==> config.mk <==
export PLATFORM = sky130hd
export DESIGN_NAME = lockin_demod
export DESIGN_NICKNAME = d
export VERILOG_FILES = /design/src/rtl/opo_package.sv /design/src/rtl/lockin_sat_shift.sv /design/src/rtl/lockin_demod.sv
export SDC_FILE = /design/constraint.sdc
export NUM_CORES = 2
export LEC_CHECK = 0
export CAP_MARGIN = 20
export CELL_PAD_IN_SITES_DETAIL_PLACEMENT = 1
export CELL_PAD_IN_SITES_GLOBAL_PLACEMENT = 1
export CORE_UTILIZATION = 25
export CTS_CLUSTER_DIAMETER = 30
export CTS_CLUSTER_SIZE = 24
export DETAILED_ROUTE_END_ITERATION = 12
export PLACE_DENSITY = 0.51
export SYNTH_ARGS = -nofsm -noshare
export SYNTH_HDL_FRONTEND = slang
export SYNTH_SLANG_ARGS = --single-unit
==> constraint.sdc <==
create_clock -name clk -period 8.71 [get_ports clk]
set_input_delay 1.742 -clock clk [delete_from_list [all_inputs] [get_ports clk]]
set_output_delay 1.742 -clock clk [all_outputs]
set_load 0.005 [all_outputs]
==> src/rtl/opo_package.sv <==
// Shared widths and types for the OPO control datapath.
package opo_package;

  localparam int unsigned word_width         = 16;
  localparam int unsigned config_reg_width   = 16;
  localparam int unsigned lockin_acc_width   = 2 * word_width + config_reg_width;
  localparam int unsigned lockin_shift_width = 6;
  localparam int unsigned lockin_prod_width  = 2 * word_width;

  // Lock-in demodulator window state
  typedef enum logic [0:0] {
    LOCKIN_IDLE  = 1'b0,
    LOCKIN_ACCUM = 1'b1
  } lockin_state_e;

  // Window tags carried alongside each sample through the pipeline
  typedef struct packed {
    logic                          first;
    logic                          last;
    logic [lockin_shift_width-1:0] shift;
  } lockin_tag_t;

endpackage

==> src/rtl/lockin_sat_shift.sv <==
// Arithmetic right shift of a window sum, then clamp to a signed output word.
module lockin_sat_shift
  import opo_package::*;
(
  input  logic signed [lockin_acc_width-1:0]   sum_i,
  input  logic        [lockin_shift_width-1:0] shift_i,
  output logic signed [word_width-1:0]         res_c_o,
  output logic                                 sat_c_o
);

  localparam logic signed [lockin_acc_width-1:0] sat_max =
    lockin_acc_width'((2 ** (word_width - 1)) - 1);
  localparam logic signed [lockin_acc_width-1:0] sat_min =
    -sat_max - lockin_acc_width'(1);

  logic signed [lockin_acc_width-1:0] shifted_c;

  // Shift then clamp to the representable output range
  always_comb begin
    shifted_c = sum_i >>> shift_i;
    sat_c_o   = 1'b0;
    res_c_o   = shifted_c[word_width-1:0];
    if (shifted_c > sat_max) begin
      res_c_o = sat_max[word_width-1:0];
      sat_c_o = 1'b1;
    end else if (shifted_c < sat_min) begin
      res_c_o = sat_min[word_width-1:0];
      sat_c_o = 1'b1;
    end
  end

endmodule

==> src/rtl/lockin_demod.sv <==
// Dual-phase lock-in demodulator: multiply by sine/cosine references,
// integrate over a programmable window, shift, clamp and publish I/Q.
module lockin_demod
  import opo_package::*;
(
  input  logic                                 clk,
  input  logic                                 rst,
  input  logic                                 en,
  input  logic signed [word_width-1:0]         adc_in,
  input  logic signed [word_width-1:0]         sine_ref,
  input  logic signed [word_width-1:0]         cosine_ref,
  input  logic        [config_reg_width-1:0]   integ_len,
  input  logic        [lockin_shift_width-1:0] out_shift,
  output logic signed [word_width-1:0]         i_out,
  output logic signed [word_width-1:0]         q_out,
  output logic                                 valid_out,
  output logic                                 sat_out
);

  lockin_state_e state_q, state_d;
  logic          idle_c;

  logic [config_reg_width-1:0]   cnt_q, cnt_d;
  logic [config_reg_width-1:0]   len_q, len_d;
  logic [lockin_shift_width-1:0] shift_q, shift_d;
  logic [config_reg_width-1:0]   len_eff_c, cur_len_c;
  logic [lockin_shift_width-1:0] cur_shift_c;
  logic                          first_c, last_c;

  logic signed [word_width-1:0] s1_adc_q, s1_sin_q, s1_cos_q;
  logic                         s1_v_q;
  lockin_tag_t                  s1_tag_q;

  logic signed [lockin_prod_width-1:0] prod_i_q, prod_q_q;
  logic                                s2_v_q;
  lockin_tag_t                         s2_tag_q;

  logic signed [lockin_acc_width-1:0] acc_i_q, acc_q_q;
  logic                               s3_last_q;
  logic [lockin_shift_width-1:0]      s3_shift_q;

  logic signed [lockin_acc_width-1:0] fin_i_q, fin_q_q;
  logic                               fin_v_q;
  logic [lockin_shift_width-1:0]      fin_shift_q;

  logic signed [word_width-1:0] res_i_c, res_q_c;
  logic                         sat_i_c, sat_q_c;

  logic signed [word_width-1:0] i_out_q, q_out_q;
  logic                         valid_q, sat_q;

  // State register
  always_ff @(posedge clk or negedge rst) begin
    if (!rst) state_q <= LOCKIN_IDLE;
    else      state_q <= state_d;
  end

  // Next-state: enter ACCUM on enable, fall back to IDLE whenever enable drops
  always_comb begin
    state_d = state_q;
    case (state_q)
      LOCKIN_IDLE:  if (en)  state_d = LOCKIN_ACCUM;
      LOCKIN_ACCUM: if (!en) state_d = LOCKIN_IDLE;
      default:               state_d = LOCKIN_IDLE;
    endcase
  end

  // State outputs
  always_comb begin
    idle_c = 1'b0;
    case (state_q)
      LOCKIN_IDLE: idle_c = 1'b1;
      default:     idle_c = 1'b0;
    endcase
  end

  // Window tagging: length/shift are taken from the inputs on a window's first sample
  always_comb begin
    len_eff_c   = (integ_len == '0) ? config_reg_width'(1) : integ_len;
    first_c     = idle_c || (cnt_q == '0);
    cur_len_c   = first_c ? len_eff_c : len_q;
    cur_shift_c = first_c ? out_shift : shift_q;
    last_c      = (cnt_q == cur_len_c - config_reg_width'(1));
    cnt_d       = '0;
    len_d       = len_q;
    shift_d     = shift_q;
    if (en) begin
      cnt_d   = last_c ? '0 : cnt_q + config_reg_width'(1);
      len_d   = cur_len_c;
      shift_d = cur_shift_c;
    end
  end

  // Sample counter and latched window configuration
  always_ff @(posedge clk or negedge rst) begin
    if (!rst) begin
      cnt_q   <= '0;
      len_q   <= '0;
      shift_q <= '0;
    end else begin
      cnt_q   <= cnt_d;
      len_q   <= len_d;
      shift_q <= shift_d;
    end
  end

  // S1: register inputs with their window tags
  always_ff @(posedge clk or negedge rst) begin
    if (!rst) begin
      s1_adc_q <= '0;
      s1_sin_q <= '0;
      s1_cos_q <= '0;
      s1_v_q   <= 1'b0;
      s1_tag_q <= '0;
    end else begin
      s1_adc_q <= adc_in;
      s1_sin_q <= sine_ref;
      s1_cos_q <= cosine_ref;
      s1_v_q   <= en;
      s1_tag_q <= '{first: first_c, last: last_c, shift: cur_shift_c};
    end
  end

  // S2: full-precision signed products
  always_ff @(posedge clk or negedge rst) begin
    if (!rst) begin
      prod_i_q <= '0;
      prod_q_q <= '0;
      s2_v_q   <= 1'b0;
      s2_tag_q <= '0;
    end else begin
      prod_i_q <= lockin_prod_width'(s1_adc_q) * lockin_prod_width'(s1_sin_q);
      prod_q_q <= lockin_prod_width'(s1_adc_q) * lockin_prod_width'(s1_cos_q);
      s2_v_q   <= s1_v_q && en;
      s2_tag_q <= s1_tag_q;
    end
  end

  // S3: accumulate; a first-tagged product restarts the sum
  always_ff @(posedge clk or negedge rst) begin
    if (!rst) begin
      acc_i_q    <= '0;
      acc_q_q    <= '0;
      s3_last_q  <= 1'b0;
      s3_shift_q <= '0;
    end else begin
      if (s2_v_q && en) begin
        if (s2_tag_q.first) begin
          acc_i_q <= lockin_acc_width'(prod_i_q);
          acc_q_q <= lockin_acc_width'(prod_q_q);
        end else begin
          acc_i_q <= acc_i_q + lockin_acc_width'(prod_i_q);
          acc_q_q <= acc_q_q + lockin_acc_width'(prod_q_q);
        end
      end
      s3_last_q  <= s2_v_q && en && s2_tag_q.last;
      s3_shift_q <= s2_tag_q.shift;
    end
  end

  // Capture the completed window sum so the next window can start immediately
  always_ff @(posedge clk or negedge rst) begin
    if (!rst) begin
      fin_i_q     <= '0;
      fin_q_q     <= '0;
      fin_v_q     <= 1'b0;
      fin_shift_q <= '0;
    end else begin
      fin_v_q <= s3_last_q && en;
      if (s3_last_q) begin
        fin_i_q     <= acc_i_q;
        fin_q_q     <= acc_q_q;
        fin_shift_q <= s3_shift_q;
      end
    end
  end

  lockin_sat_shift u_sat_i (
    .sum_i   (fin_i_q),
    .shift_i (fin_shift_q),
    .res_c_o (res_i_c),
    .sat_c_o (sat_i_c)
  );

  lockin_sat_shift u_sat_q (
    .sum_i   (fin_q_q),
    .shift_i (fin_shift_q),
    .res_c_o (res_q_c),
    .sat_c_o (sat_q_c)
  );

  // Output registers: update only on a completed window, otherwise hold
  always_ff @(posedge clk or negedge rst) begin
    if (!rst) begin
      i_out_q <= '0;
      q_out_q <= '0;
      valid_q <= 1'b0;
      sat_q   <= 1'b0;
    end else begin
      valid_q <= fin_v_q && en;
      if (fin_v_q && en) begin
        i_out_q <= res_i_c;
        q_out_q <= res_q_c;
        sat_q   <= sat_i_c || sat_q_c;
      end
    end
  end

  assign i_out     = i_out_q;
  assign q_out     = q_out_q;
  assign valid_out = valid_q;
  assign sat_out   = sat_q;

endmodule

==> impl_metrics.py <==
metrics = {
    "timing": {
        "max_freq_mhz": 133,
        "timing.final.crit_period_ps": 7540,
        "max_slew.worst_pin.slew_ps": 1150,
        "final_max_slew_viol_count": 0,
        "clock-skew-final_ps": 70.2,
        "finalSetupViolations": 0,
        "grt_setup_unrepaired": "false",
        "hold_viol_final": 0,
        "timing.slew.headroom_pct": 23.0,
        "final_layout_setup_total_negative_slack_ps": 0,
        "finalCritPeriodShare_pct": 86.6,
    },
    "synth": {
        "share_of_the_synthesized_area_in_the_top_cell_type_pct": 22.4,
        "ys_seq_elements": 408,
        "synth.distinct_cells": 83,
        "synthesis.area_sq_mm": 0.0469,
        "avgSynthCellArea_sq_um": 9.27,
        "synth_enable_flop_cells": 0,
        "synth_ff_type": "sky130_fd_sc_hd__dfrtp_1",
        "synth_cells": 5062,
        "postSynth.asyncResetShare_pct": 100,
        "synth_area_leaders": "sky130_fd_sc_hd__fa_1 22%, sky130_fd_sc_hd__dfrtp_1 22%, sky130_fd_sc_hd__ha_1 7.0%, sky130_fd_sc_hd__inv_1 5.1%, sky130_fd_sc_hd__nand2_1 4.6%",
        "synthesized_net_count": 5922,
        "yosysTopAreaCell": "sky130_fd_sc_hd__fa_1",
        "synth_seq_area_share_pct": 21.8,
        "synthesis.yosys.warnings": 0,
    },
    "cts": {
        "cts.sinks": 408,
        "cell_at_the_root_of_the_clock_tree": "sky130_fd_sc_hd__clkbuf_16",
        "cts_setup_buffers": 0,
        "clock_insertion_delay_worst_skew_ps": 770,
        "cts_hold_buffers": 0,
        "cts_buffers": 130,
        "postCtsResizedCells": 0,
        "tritoncts_clock_tree": "yes",
        "cts_htree_levels": 4,
        "clockBufferDepth": 3,
        "clock_pin_slew_of_the_registers_on_the_worst_case_setup_and_hold_paths_ps": 40,
    },
    "setup_path": {
        "rr_worst_depth": 23,
        "timing.rr.end": "prod_i_q[31]",
        "critical_path.startpoint": "s1_adc_q[6]",
        "path_class": "reg -> reg",
        "required_ps": 9350,
        "cp-end-kind": "register",
        "critical-path-top-delay-family": "adder cells",
        "most_frequent_cell_on_the_critical_path": "sky130_fd_sc_hd__fa_1",
        "critPathArrivalTime_ps": 8180,
        "flop_to_flop_setup_slack_ps": 1170,
        "timing.rr.start": "s1_adc_q[6]",
        "worst_path_cell_with_the_longest_stage_delay": "sky130_fd_sc_hd__dfrtp_1",
        "cp_slowest_stage_delay_ps": 1000,
        "critPathMaxFanout": 21,
        "worstSetupStartpointType": "register",
        "combined_buffer_and_inverter_count_along_the_critical_path": 5,
        "cp_cell_sequence": "buf_4, and2_1, fa_1, inv_1, fa_1, fa_1, inv_1, fa_1, fa_1, inv_1, fa_1, inv_1, ha_1, a21o_1, a21oi_1, o21ai_0, a221oi_1, o21ai_0, a221o_1, a21boi_0, o21bai_1, o31ai_1, xnor2_1",
    },
    "drt": {
        "vias": 36700,
        "dr.pass1.iters": 5,
        "residual_antenna_violating_net_count_after_detailed_routing": 0,
        "route.detailed.drc": 0,
        "detailedRoute.firstIterationViolations": 1858,
        "routed_wire_length_per_instance_um": 20.1,
        "avgViaCountPerCell": 4.78,
        "detail_route.wirelength_mm": 155,
    },
    "power_and_ir_drop": {
        "max-vdd-ir-drop_uv": 447,
        "leakage_uw": 0.0254,
        "pwr_density_cell_mw_per_mm2": 457,
    },
    "global_route": {
        "grt_start_max_net_pins": 153,
        "grt_pass1_wl_mm": 247,
        "initial_antenna_violation_count": 9,
        "groute.usage.overall_pct": 16.6,
        "grt-ovfl-total": 0,
        "vias_in_the_first_global_route": 40600,
    },
    "floorplan": {
        "core-area_sq_mm": 0.186,
        "dieArea_sq_mm": 0.189,
        "ios": 107,
        "starting_density_pct": 25.2,
        "core_rows": 158,
        "die_x_um": 435,
        "fp.dieH_um": 435,
    },
    "final_layout": {
        "finish.utilization_pct": 29.8,
        "final_layout_size_suffix_gt1_share_pct": 11.0,
        "area_added_between_synthesis_and_finish_pct": 18.0,
        "finalNetCount": 5948,
        "final_cell_mix": "633 x sky130_fd_sc_hd__inv_1, 574 x sky130_fd_sc_hd__nand2_1, 526 x sky130_fd_sc_hd__fa_1",
        "mostFrequentLayoutCell": "sky130_fd_sc_hd__inv_1",
    },
    "hold_path": {
        "hold_path.class": "reg -> reg",
        "worstHoldStart": "s1_tag_q[7]",
        "worstHoldEndpoint": "s2_tag_q[7]",
        "timing.hold.worst_path_depth": 0,
    },
    "place": {
        "port-buffer-count": 106,
        "hpwl_mm": 120,
        "gpl.final_weighted_congestion": 0.882,
    },
    "job": {
        "max_cap_violations": 0,
    },
    "outcome": {
        "status": "finished clean",
    },
}
==> cells in the mapped netlist, types with 106 or more instances <==
master and count:
sky130_fd_sc_hd__a21oi_1 289, sky130_fd_sc_hd__and2_1 263, sky130_fd_sc_hd__clkbuf_1 204, sky130_fd_sc_hd__dfrtp_1 408, sky130_fd_sc_hd__fa_1 526, sky130_fd_sc_hd__ha_1 261
sky130_fd_sc_hd__inv_1 635, sky130_fd_sc_hd__mux2_2 181, sky130_fd_sc_hd__mux2i_1 120, sky130_fd_sc_hd__nand2_1 575, sky130_fd_sc_hd__nor2_1 275, sky130_fd_sc_hd__o21ai_0 223
sky130_fd_sc_hd__xnor2_1 106
==> how the worst max path moves through the flow <==
stage / end / slack, ps / cells past startpoint
CTS: prod_i_q[31] / 1130 / 23
global placement: prod_i_q[31] / 1170 / 23
detailed placement: prod_i_q[31] / 1090 / 23
floorplan: prod_i_q[31] / 2430 / 23
finish: prod_i_q[31] / 1170 / 23
global route: prod_i_q[31] / 740 / 23
==> kinds of logic (layout without fill, tap and decap cells) <==
| kind of cell | count (synthesis) | count (layout) | share of synthesized area (%) |
|---|---|---|---|
| mux | 371 | 371 | 10.3 |
| buf+inv | 914 | 1044 | 7.66 |
| simple gates | 1431 | 1431 | 14.4 |
| fa+ha+maj | 787 | 787 | 29.4 |
| other cells | 0 | 7 | 0 |
| compound gates | 983 | 983 | 13.4 |
| xor+xnor | 168 | 168 | 3.17 |
| flops | 408 | 408 | 21.8 |
==> power breakdown <==
group / internal [uW] / switching, uW / leakage, uW / total, uW
sequential: 2540 / 550 / 0.00517 / 3090
combinational: 7280 / 9790 / 0.0179 / 17100
clock: 3630 / 1530 / 0.00233 / 5160
total: 13400 / 11900 / 0.0254 / 25300
==> metrics by stage <==
step           worst slack [ps]  cells  instance area [sq um]  hold slack, ps  total power [uW]
3_3_place_gp               1170   7434                  50400             332             20100
6_report                   1170   7679                  55400             344             25300
4_1_cts                    1130   7670                  55300             342             25700
2_1_floorplan              2430   5062                  46900             331             15500
5_1_grt                     737   7676                  55300             347             28000
3_5_place_dp               1090   7434                  50400             336             20300
==> worst register-to-register path, delay by kind of cell (launching register included) <==
| family | cells | cell delay, ps |
|---|---|---|
| flip-flops | 1 | 1000 |
| buffers and inverters | 5 | 590 |
| AND/OR/NAND/NOR | 1 | 160 |
| XOR/XNOR | 1 | 110 |
| adder cells (fa/ha/maj) | 7 | 3130 |
| AO/OA/AOI/OAI | 9 | 2450 |
==> flip-flops by register name, summed over array words and instances, names as in the netlist, 16 cells and up <==
| name | flops |
|---|---|
| cnt_q | 16 |
| acc_q_q | 48 |
| prod_i_q | 32 |
| q_out | 16 |
| acc_i_q | 48 |
| s1_sin_q | 16 |
| fin_i_q | 48 |
| i_out | 16 |
| prod_q_q | 32 |
| len_q | 16 |
| s1_adc_q | 16 |
| s1_cos_q | 16 |
| fin_q_q | 48 |
==> cell type report <==
| class | count | area (sq um) |
|---|---|---|
| fill | 21400 | 130000 |
| clock inverter | 69 | 1320 |
| antenna | 7 | 17.5 |
| sequential | 408 | 10200 |
| timing repair buffer | 170 | 1600 |
| tap | 2480 | 3100 |
| inverter | 638 | 2390 |
| clock buffer | 167 | 3570 |
| multi-input combinational | 3740 | 33100 |
==> layer usage <==
metal	GRT usage, %	part of all wire, %	up-vias
met5	0	0	-
met4	5.33	3.0	0
met3	2.23	2.9	221
met2	27.5	47	553
met1	22.3	47	18900
li1	-	-	17100
Note: power is estimated with default switching activity, not from simulation.
